File: config.mk
export PLATFORM = sky130hd
export DESIGN_NAME = dds_sweep_ctrl
export DESIGN_NICKNAME = d
export VERILOG_FILES = /design/src/rtl/dds_sweep_ctrl.sv
export SDC_FILE = /design/constraint.sdc
export NUM_CORES = 1
export LEC_CHECK = 0
export CORE_MARGIN = 5
export CORE_UTILIZATION = 35
export DETAILED_ROUTE_END_ITERATION = 12
export GPL_ROUTABILITY_DRIVEN = 0
export PLACE_DENSITY_LB_ADDON = 0.12
export SYNTH_ARGS = -nofsm -noshare
export SYNTH_HDL_FRONTEND = slang
export SYNTH_SLANG_ARGS = --single-unit
File: constraint.sdc
create_clock -name clk -period 7.8 [get_ports clk]
set_input_delay 1.95 -clock clk [delete_from_list [all_inputs] [get_ports clk]]
set_output_delay 1.95 -clock clk [all_outputs]
set_load 0.01 [all_outputs]
File: src/rtl/dds_sweep_ctrl.sv
// Frequency-word sequencer for the accumulator/sine-ROM generator.
// Produces one-shot, sawtooth, triangle sweeps or a fixed tone on M, configured via a valid/ready port.
module dds_sweep_ctrl #(
    parameter int WIDTH   = 32,
    parameter int DWELL_W = 16
) (
    input  logic               clk,
    input  logic               reset,
    input  logic               cfg_valid,
    output logic               cfg_ready,
    input  logic [WIDTH-1:0]   f_start,
    input  logic [WIDTH-1:0]   f_stop,
    input  logic [WIDTH-1:0]   f_step,
    input  logic [DWELL_W-1:0] dwell,
    input  logic [1:0]         mode,
    input  logic               start,
    input  logic               abort,
    output logic [WIDTH-1:0]   M,
    output logic               busy,
    output logic               done,
    output logic               err
);

    localparam logic [1:0] MODE_ONESHOT = 2'd0;
    localparam logic [1:0] MODE_SAW     = 2'd1;
    localparam logic [1:0] MODE_TRI     = 2'd2;
    localparam logic [1:0] MODE_CW      = 2'd3;

    typedef enum logic {
        ST_IDLE = 1'b0,
        ST_RUN  = 1'b1
    } state_t;

    state_t               r_state_reg, w_state_next;

    // Shadow config, written by the handshake
    logic [WIDTH-1:0]     r_sh_start_reg, w_sh_start_next;
    logic [WIDTH-1:0]     r_sh_stop_reg,  w_sh_stop_next;
    logic [WIDTH-1:0]     r_sh_step_reg,  w_sh_step_next;
    logic [DWELL_W-1:0]   r_sh_dwell_reg, w_sh_dwell_next;
    logic [1:0]           r_sh_mode_reg,  w_sh_mode_next;

    // Working config, frozen for the duration of a sweep
    logic [WIDTH-1:0]     r_wk_start_reg, w_wk_start_next;
    logic [WIDTH-1:0]     r_wk_stop_reg,  w_wk_stop_next;
    logic [WIDTH-1:0]     r_wk_step_reg,  w_wk_step_next;
    logic [DWELL_W-1:0]   r_wk_dwell_reg, w_wk_dwell_next;
    logic [1:0]           r_wk_mode_reg,  w_wk_mode_next;

    logic                 r_dir_down_reg, w_dir_down_next;
    logic [DWELL_W-1:0]   r_dwell_cnt_reg, w_dwell_cnt_next;
    logic [WIDTH-1:0]     r_m_reg, w_m_next;
    logic                 r_busy_reg, w_busy_next;
    logic                 r_done_reg, w_done_next;
    logic                 r_err_reg, w_err_next;
    logic                 r_cfg_ready_reg, w_cfg_ready_next;

    logic                 w_accept;
    logic [WIDTH:0]       w_sum;
    logic [WIDTH-1:0]     w_up_val;
    logic [WIDTH-1:0]     w_down_val;
    logic [WIDTH-1:0]     w_span_down;

    assign w_accept = cfg_valid & r_cfg_ready_reg;

    // Saturating neighbours of the current M; also serve the turn-around points
    // because M equals the boundary there.
    assign w_sum       = {1'b0, r_m_reg} + {1'b0, r_wk_step_reg};
    assign w_up_val    = (w_sum > {1'b0, r_wk_stop_reg}) ? r_wk_stop_reg : w_sum[WIDTH-1:0];
    assign w_span_down = r_m_reg - r_wk_start_reg;
    assign w_down_val  = (w_span_down <= r_wk_step_reg) ? r_wk_start_reg
                                                        : (r_m_reg - r_wk_step_reg);

    always_comb begin
        w_state_next     = r_state_reg;
        w_sh_start_next  = r_sh_start_reg;
        w_sh_stop_next   = r_sh_stop_reg;
        w_sh_step_next   = r_sh_step_reg;
        w_sh_dwell_next  = r_sh_dwell_reg;
        w_sh_mode_next   = r_sh_mode_reg;
        w_wk_start_next  = r_wk_start_reg;
        w_wk_stop_next   = r_wk_stop_reg;
        w_wk_step_next   = r_wk_step_reg;
        w_wk_dwell_next  = r_wk_dwell_reg;
        w_wk_mode_next   = r_wk_mode_reg;
        w_dir_down_next  = r_dir_down_reg;
        w_dwell_cnt_next = r_dwell_cnt_reg;
        w_m_next         = r_m_reg;
        w_busy_next      = r_busy_reg;
        w_done_next      = 1'b0;
        w_err_next       = 1'b0;

        if (w_accept) begin
            w_sh_start_next = f_start;
            w_sh_stop_next  = f_stop;
            w_sh_step_next  = f_step;
            w_sh_dwell_next = dwell;
            w_sh_mode_next  = mode;
        end

        case (r_state_reg)
            ST_IDLE: begin
                if (abort) begin
                    w_m_next    = '0;
                    w_busy_next = 1'b0;
                end else if (start) begin
                    // Launch uses the shadow as it stood before any same-cycle handshake
                    if (r_sh_start_reg > r_sh_stop_reg) begin
                        w_err_next = 1'b1;
                    end else begin
                        w_wk_start_next  = r_sh_start_reg;
                        w_wk_stop_next   = r_sh_stop_reg;
                        w_wk_step_next   = r_sh_step_reg;
                        w_wk_dwell_next  = r_sh_dwell_reg;
                        w_wk_mode_next   = r_sh_mode_reg;
                        w_m_next         = r_sh_start_reg;
                        w_dir_down_next  = 1'b0;
                        w_dwell_cnt_next = r_sh_dwell_reg;
                        w_busy_next      = 1'b1;
                        w_state_next     = ST_RUN;
                    end
                end
            end

            ST_RUN: begin
                if (abort) begin
                    w_m_next     = '0;
                    w_busy_next  = 1'b0;
                    w_state_next = ST_IDLE;
                end else if (r_wk_mode_reg == MODE_CW) begin
                    w_m_next = r_m_reg;
                end else if (r_dwell_cnt_reg != '0) begin
                    w_dwell_cnt_next = r_dwell_cnt_reg - 1'b1;
                end else begin
                    w_dwell_cnt_next = r_wk_dwell_reg;
                    // A zero step parks on f_start forever; only abort leaves
                    if (r_wk_step_reg == '0) begin
                        w_m_next = r_m_reg;
                    end else if (!r_dir_down_reg) begin
                        if (r_m_reg == r_wk_stop_reg) begin
                            case (r_wk_mode_reg)
                                MODE_ONESHOT: begin
                                    w_state_next = ST_IDLE;
                                    w_busy_next  = 1'b0;
                                    w_done_next  = 1'b1;
                                end
                                MODE_SAW: w_m_next = r_wk_start_reg;
                                MODE_TRI: begin
                                    w_dir_down_next = 1'b1;
                                    w_m_next        = w_down_val;
                                end
                                default: w_m_next = r_m_reg;
                            endcase
                        end else begin
                            w_m_next = w_up_val;
                        end
                    end else begin
                        if (r_m_reg == r_wk_start_reg) begin
                            w_dir_down_next = 1'b0;
                            w_m_next        = w_up_val;
                        end else begin
                            w_m_next = w_down_val;
                        end
                    end
                end
            end

            default: w_state_next = ST_IDLE;
        endcase

        w_cfg_ready_next = (w_state_next == ST_IDLE);
    end

    always_ff @(posedge clk) begin
        if (reset) begin
            r_state_reg     <= ST_IDLE;
            r_sh_start_reg  <= '0;
            r_sh_stop_reg   <= '0;
            r_sh_step_reg   <= '0;
            r_sh_dwell_reg  <= '0;
            r_sh_mode_reg   <= '0;
            r_wk_start_reg  <= '0;
            r_wk_stop_reg   <= '0;
            r_wk_step_reg   <= '0;
            r_wk_dwell_reg  <= '0;
            r_wk_mode_reg   <= '0;
            r_dir_down_reg  <= 1'b0;
            r_dwell_cnt_reg <= '0;
            r_m_reg         <= '0;
            r_busy_reg      <= 1'b0;
            r_done_reg      <= 1'b0;
            r_err_reg       <= 1'b0;
            r_cfg_ready_reg <= 1'b0;
        end else begin
            r_state_reg     <= w_state_next;
            r_sh_start_reg  <= w_sh_start_next;
            r_sh_stop_reg   <= w_sh_stop_next;
            r_sh_step_reg   <= w_sh_step_next;
            r_sh_dwell_reg  <= w_sh_dwell_next;
            r_sh_mode_reg   <= w_sh_mode_next;
            r_wk_start_reg  <= w_wk_start_next;
            r_wk_stop_reg   <= w_wk_stop_next;
            r_wk_step_reg   <= w_wk_step_next;
            r_wk_dwell_reg  <= w_wk_dwell_next;
            r_wk_mode_reg   <= w_wk_mode_next;
            r_dir_down_reg  <= w_dir_down_next;
            r_dwell_cnt_reg <= w_dwell_cnt_next;
            r_m_reg         <= w_m_next;
            r_busy_reg      <= w_busy_next;
            r_done_reg      <= w_done_next;
            r_err_reg       <= w_err_next;
            r_cfg_ready_reg <= w_cfg_ready_next;
        end
    end

    assign M         = r_m_reg;
    assign busy      = r_busy_reg;
    assign done      = r_done_reg;
    assign err       = r_err_reg;
    assign cfg_ready = r_cfg_ready_reg;

endmodule
# Yosys cells after proc, flatten, opt, wreduce, memory -nomap -nowiden
# Index checks and enable logic that the tools add are counted.
# Widths: inputs -> output; s select.
dict set report totals {
  ff_bits 282
  input_bits 119
  out_inout_bits 36
  wordCells 120
}
dict set report classes {
  add_sub_neg 4
  order_cmp 3
  eq_ne 21
  muxes 57
  bitwise 7
  n_reduce_logical 10
}
# cell count
set op_table {}
lappend op_table {{$mux 32} 12}
lappend op_table {{$pmux 32 s2} 2}
lappend op_table {{$mux 16} 6}
lappend op_table {{$eq 32x32->1} 2}
lappend op_table {{$sub 32x32->32} 2}
lappend op_table {{$add 32x32->33} 1}
lappend op_table {{$gt 33x32->1} 1}
lappend op_table {{$mux 1} 33}
lappend op_table {{$gt 32x32->1} 1}
lappend op_table {{$le 32x32->1} 1}
lappend op_table {{$logic_not 32->1} 1}
lappend op_table {{$pmux 16 s2} 1}
lappend op_table {{$ne 3x3->1 const B} 6}
lappend op_table {{$reduce_bool 16->1} 1}
lappend op_table {{$sub 16x1->16 const B} 1}
lappend op_table {{$ne 2x2->1 const B} 7}
lappend op_table {{$reduce_and 8->1} 1}
lappend op_table {{$reduce_or 8->1} 1}
lappend op_table {{$reduce_and 7->1} 1}
lappend op_table {{$ne 3x2->1 const B} 2}
lappend op_table {{$ne 6x4->1 const B} 1}
lappend op_table {{$not 1->1} 6}
lappend op_table {{$pmux 1 s2} 3}
lappend op_table {{$reduce_and 6->1} 1}
lappend op_table {{other kinds (7)} 8}

# Logic depth before layout (Yosys ltp)
dict set report depth {
  ltp_word 11
  ltp_mapped 26
  depth_no_buf 24
}

# Worst setup path before layout
# Ideal clock, no wire load.
dict set report synth_timing {
  path_kind {register to register}
  from {reg r_m_reg[1], in the netlist M[1]}
  to {reg r_m_reg[14], in the netlist M[14]}
  setup_time_ns 0.114
  arrival_ns 5.010
  path_slack_ns 2.675
  path_stages_with_launch 24
  cell_sequence {dfxtp_1 ha_1 nor2b_1 o21a_1 o21a_1 o31a_1 a21oi_1 a21oi_1 a211o_1 a31o_2 a21oi_1 xnor2_1 ha_1 nand3_1 nor3_1 nand2_1 or4_1 and2_1 and2_0 clkbuf_1 mux2i_1 a221oi_1 a21oi_1 a2111oi_0}
}
dict set report synth_between {
  elab_chain_len 11
  elab_cells_between_ends 20
}
# element line_no
set synth_rtl {}
lappend synth_rtl {{start, declared} 52} ;# logic [WIDTH-1:0] r_m_reg, w_m_next;
lappend synth_rtl {{start signal, assigned} 208} ;# r_m_reg <= w_m_next;
lappend synth_rtl {{$sub 32x32->32} 70} ;# assign w_span_down = r_m_reg - r_wk_start_reg;
lappend synth_rtl {{$le 32x32->1} 71} ;# assign w_down_val = (w_span_down <= r_wk_step_reg) ? r_wk_start_reg
lappend synth_rtl {{$mux 32} 71}
lappend synth_rtl {{$pmux 32 s2} 141} ;# case (r_wk_mode_reg)
lappend synth_rtl {{$mux 32} 140} ;# if (r_m_reg == r_wk_stop_reg) begin
lappend synth_rtl {{$mux 32} 139} ;# end else if (!r_dir_down_reg) begin
lappend synth_rtl {{$mux 32} 137} ;# if (r_wk_step_reg == '0) begin
lappend synth_rtl {{$mux 32} 132} ;# end else if (r_dwell_cnt_reg != '0) begin
lappend synth_rtl {{$mux 32} 130} ;# end else if (r_wk_mode_reg == MODE_CW) begin
lappend synth_rtl {{$mux 32} 126} ;# if (abort) begin
lappend synth_rtl {{$pmux 32 s2} 101} ;# case (r_state_reg)
# Parallel ways exist; a longest one is shown, timed or not. The select of a mux whose other input is x is not followed.
# A chain may end at the register's enable or synchronous reset.

# Worst setup path after layout
dict set report layout_timing {
  from {reg r_wk_step_reg[2]}
  to {reg r_m_reg[14], in the netlist M[14]}
}
dict set report layout_between {
  elab_chain_len 10
  elab_cells_between_ends 18
}
# element line_no
set layout_rtl {}
lappend layout_rtl {{start, declared} 46} ;# logic [WIDTH-1:0] r_wk_step_reg, w_wk_step_next;
lappend layout_rtl {{start signal, assigned} 203} ;# r_wk_step_reg <= w_wk_step_next;
lappend layout_rtl {{$add 32x32->33 (tied with other cells)} 68} ;# assign w_sum = {1'b0, r_m_reg} + {1'b0, r_wk_step_reg};
lappend layout_rtl {{$gt 33x32->1 / $mux 32 (equally long branches)} {69, 71}}
lappend layout_rtl {{$mux 32 / $pmux 32 s2 (equally long branches)} {69, 141}}
lappend layout_rtl {{$mux 32 (on tied branches)} {140, 158}}
lappend layout_rtl {{$mux 32} 139}
lappend layout_rtl {{$mux 32} 137}
lappend layout_rtl {{$mux 32} 132}
lappend layout_rtl {{$mux 32} 130}
lappend layout_rtl {{$mux 32} 126}
lappend layout_rtl {{$pmux 32 s2} 101}
# Parallel ways exist; a longest one is shown, timed or not. The select of a mux whose other input is x is not followed.

==> results.yml <==
global_routing:
  grtUsageMet3: 0.0249
  use_met2: 0.349
  grt_overflow: 0
  grt_first_pass_wirelength_um: 106000
  met1_usage: 0.331
  antenna_found_initial: 1
  first_global_vias: 17700
  grt_usage: 0.225
  grt_max_degree: 176
  grt-busiest-layer: "met2"
yosys:
  synth_edf_count: 0
  syn_avg_cell_area_um2: 7.47
  synth_xor_area_frac: 0.0563
  synth.area.top_cells: "dfxtp_1 30%, ha_1 13%, nand2_1 11%"
  async_reset_ff_frac: 0
  synth_compound_area_frac: 0.232
  synth_cell_type_count: 75
  netlist_instances: 2561
  synth.net_count: 2878
  ys.warnings.count: 0
  synthSimpleGateAreaFrac: 0.204
  synth_seq_cells: 282
  syn_area_mm2: 0.0191
  synth_top_family_by_area: "compound AO/OA/AOI/OAI gates"
  synth_fa_ha_area_frac: 0.131
  post-synth-top-area-cell: "dfxtp_1"
  ys.flop_type: "dfxtp_1"
  seq_area_frac_synth: 0.295
  yosysTopAreaCellShare: 0.295
  muxShareOfSynthArea: 0.0196
clocking:
  cts_tree: "built"
  cts_buffers: 31
  cts_root_buffer: "clkbuf_16"
  cts_resized: 0
  cts_setup_buffers: 0
  cts_max_level: 1
  clk_path_buf_depth: 3
  clk_latency_ns: 0.59
  clock_sinks: 282
  clk_pin_slew_ns: 0.07
  cts_hold_buffers: 0
sta:
  finalCriticalPeriod_ns: 6.47
  tns_ns: 0
  skew_ns: 0.0329
  holdWs_ns: 0.454
  setup_viol: 0
  slew_violations: 0
  final.setup.worst_slack_ns: 1.33
  relSlewSlack: 0.296
  rsz0062_at_grt: "no"
  hold_viol_final: 0
  fmax_mhz: 155
  period_share: 0.830
  tightest_slew_ns: 1.05
floorplanning:
  ios: 155
  fp.dieH_um: 244
  initial_core_util: 0.355
  die_x_um: 244
  die-area_mm2: 0.0594
  rows: 85
  core_mm2: 0.0539
routing:
  drt-total-wl_um: 70000
  via_per_inst: 5.57
  avgRoutedWirePerCell_um: 20.9
  drtPass1Iterations: 6
  first_iter_violations: 1454
  drtAntennaViolNets: 0
  drc: 0
  vias: 18600
place:
  placed_area_mm2: 0.0212
  place_ws_ns: 1.56
  place.port_buffers: 154
  dp_hpwl_um: 54300
pwr:
  p_leak_nw: 8.49
  peakVddDrop_v: 0.000184
  powerDensity_mw_per_mm2: 233
  p_sw_mw: 1.98
  pwr-share-comb: 0.404
  swShare: 0.383
  p_int_mw: 3.19
  power_frac_clock: 0.285
  seqPwrFrac: 0.312
finish:
  insertedDiodeCount: 0
  area_growth_pct: 16.0
  final_nets: 2942
  final_cell_area_mm2: 0.0222
  drive_gt1_frac: 0.0367
  fillCellCount: 5554
  fin_util: 0.411
worst_setup_path:
  rr_startpoint: "r_wk_step_reg[2]"
  arrival_ns: 6.89
  worstReg2RegEnd: "M[14]"
  r2r_cells: 21
  crit_fanout: 43
  reg2reg_slack_ns: 1.33
  endpoint_kind: "flop"
  cp.required_ns: 8.22
  crit_type: "reg -> reg"
  start_kind: "flop"
worst_hold_path:
  hold_path.class: "reg -> reg"
  hp-start: "r_sh_step_reg[26]"
  min_to: "r_sh_step_reg[26]"
  min_path_cells: 2
outcome:
  status: "complete, no violations"
flow_run:
  maxCapViolCount: 0
[power by group through the flow]
stage	clock [mW]	combinational [mW]	sequential [mW]
floorplan	0	1.48	1.60
global placement	0	2.05	1.64
detailed placement	0	2.05	1.64
CTS	1.51	2.07	1.61
global route	1.57	2.29	1.62
finish	1.47	2.09	1.61
[layout by cell type, fill, tap and decap left out, types with 26 or more instances in the layout]
| cell type | instances |
|---|---|
| o21ai_0 | 78 |
| nor4_1 | 26 |
| dfxtp_1 | 282 |
| xnor2_1 | 75 |
| nor2b_1 | 36 |
| a21o_1 | 35 |
| nand3_1 | 27 |
| a21oi_1 | 338 |
| clkdlybuf4s50_1 | 153 |
| xor2_1 | 48 |
| nor2_1 | 127 |
| nand2_1 | 541 |
| nor3_1 | 37 |
| ha_1 | 195 |
| inv_1 | 172 |
| clkbuf_16 | 31 |
| nand4_1 | 30 |
| a211oi_1 | 50 |
[worst max-delay path, stage by stage (launching register included)]
cell,delay (ns)
dfxtp_1,0.39
inv_1,0.09
ha_1,0.42
nor2_1,0.09
o311a_1,0.31
o41a_1,0.37
a211o_1,0.40
nor3_1,0.29
o31a_1,0.23
mux2_2,0.37
or2_2,0.30
ha_1,0.30
nand4_1,0.12
nor4_1,0.39
o41ai_1,0.16
a31oi_1,0.29
o21ai_0,0.20
o311ai_4,0.20
buf_4,0.55
mux2_2,0.39
a2111oi_0,0.32
a2111oi_0,0.12
[cells in the mapped netlist (all sizes together), types with 11 or more instances]
cell type and count:
a21o 35, inv 174, a22oi 25, a211oi 50, ha 195, xor2 48
o22ai 23, nand2b 18, a21oi 339, a31oi 12, o211ai 16, xnor2 75
nand2 542, o21a 18, nand3 28, o21bai 17, nor3 39, nor2b 37
dfxtp 282, buf 27, mux2i 25, and3 12, o21ai 80, mux2 11
o221ai 25, clkbuf 112, nand4 30, nor2 127, nor4 28
[stage by stage]
step	power (mW)	cells
after detailed placement	3.70	3288
final	5.17	3341
after CTS	5.19	3341
after floorplan	3.09	2561
after global placement	3.69	3288
after global routing	5.47	3341
[layout make-up]
cell class                 instances  area, µm²  area share
clock buffer                      41        853      0.0385
clock inverter                    12        144     0.00649
inverter                         174        653      0.0295
multi-input combinational       1966      12300       0.555
sequential                       282       5650       0.255
tap                              696        871      0.0393
timing repair buffer             170       1690      0.0763
[cell families after synthesis]
family | Yosys count
compound gates | 712
flops | 282
mux | 36
simple gates | 897
xor+xnor | 123
fa+ha+maj | 198
buf+inv | 313
[worst max-delay path by stage]
| stage | start | to | cells past startpoint |
|---|---|---|---|
| finish | r_wk_step_reg[2] | M[14] | 21 |
| global route | r_wk_step_reg[2] | M[14] | 21 |
| CTS | r_wk_step_reg[2] | M[14] | 21 |
| detailed placement | r_wk_step_reg[2] | M[14] | 21 |
| global placement | M[1] | M[20] | 22 |
| floorplan | M[1] | M[14] | 23 |
[per-layer routing]
| metal | routed length, µm | vias to the layer above |
|---|---|---|
| met2 | 30000 | 583 |
| met3 | 4320 | 98 |
| met4 | 2140 | 2 |
| met1 | 33400 | 8880 |
| li1 | - | 9040 |
| met5 | 13 | - |
Note: power is estimated with default switching activity, not from simulation.
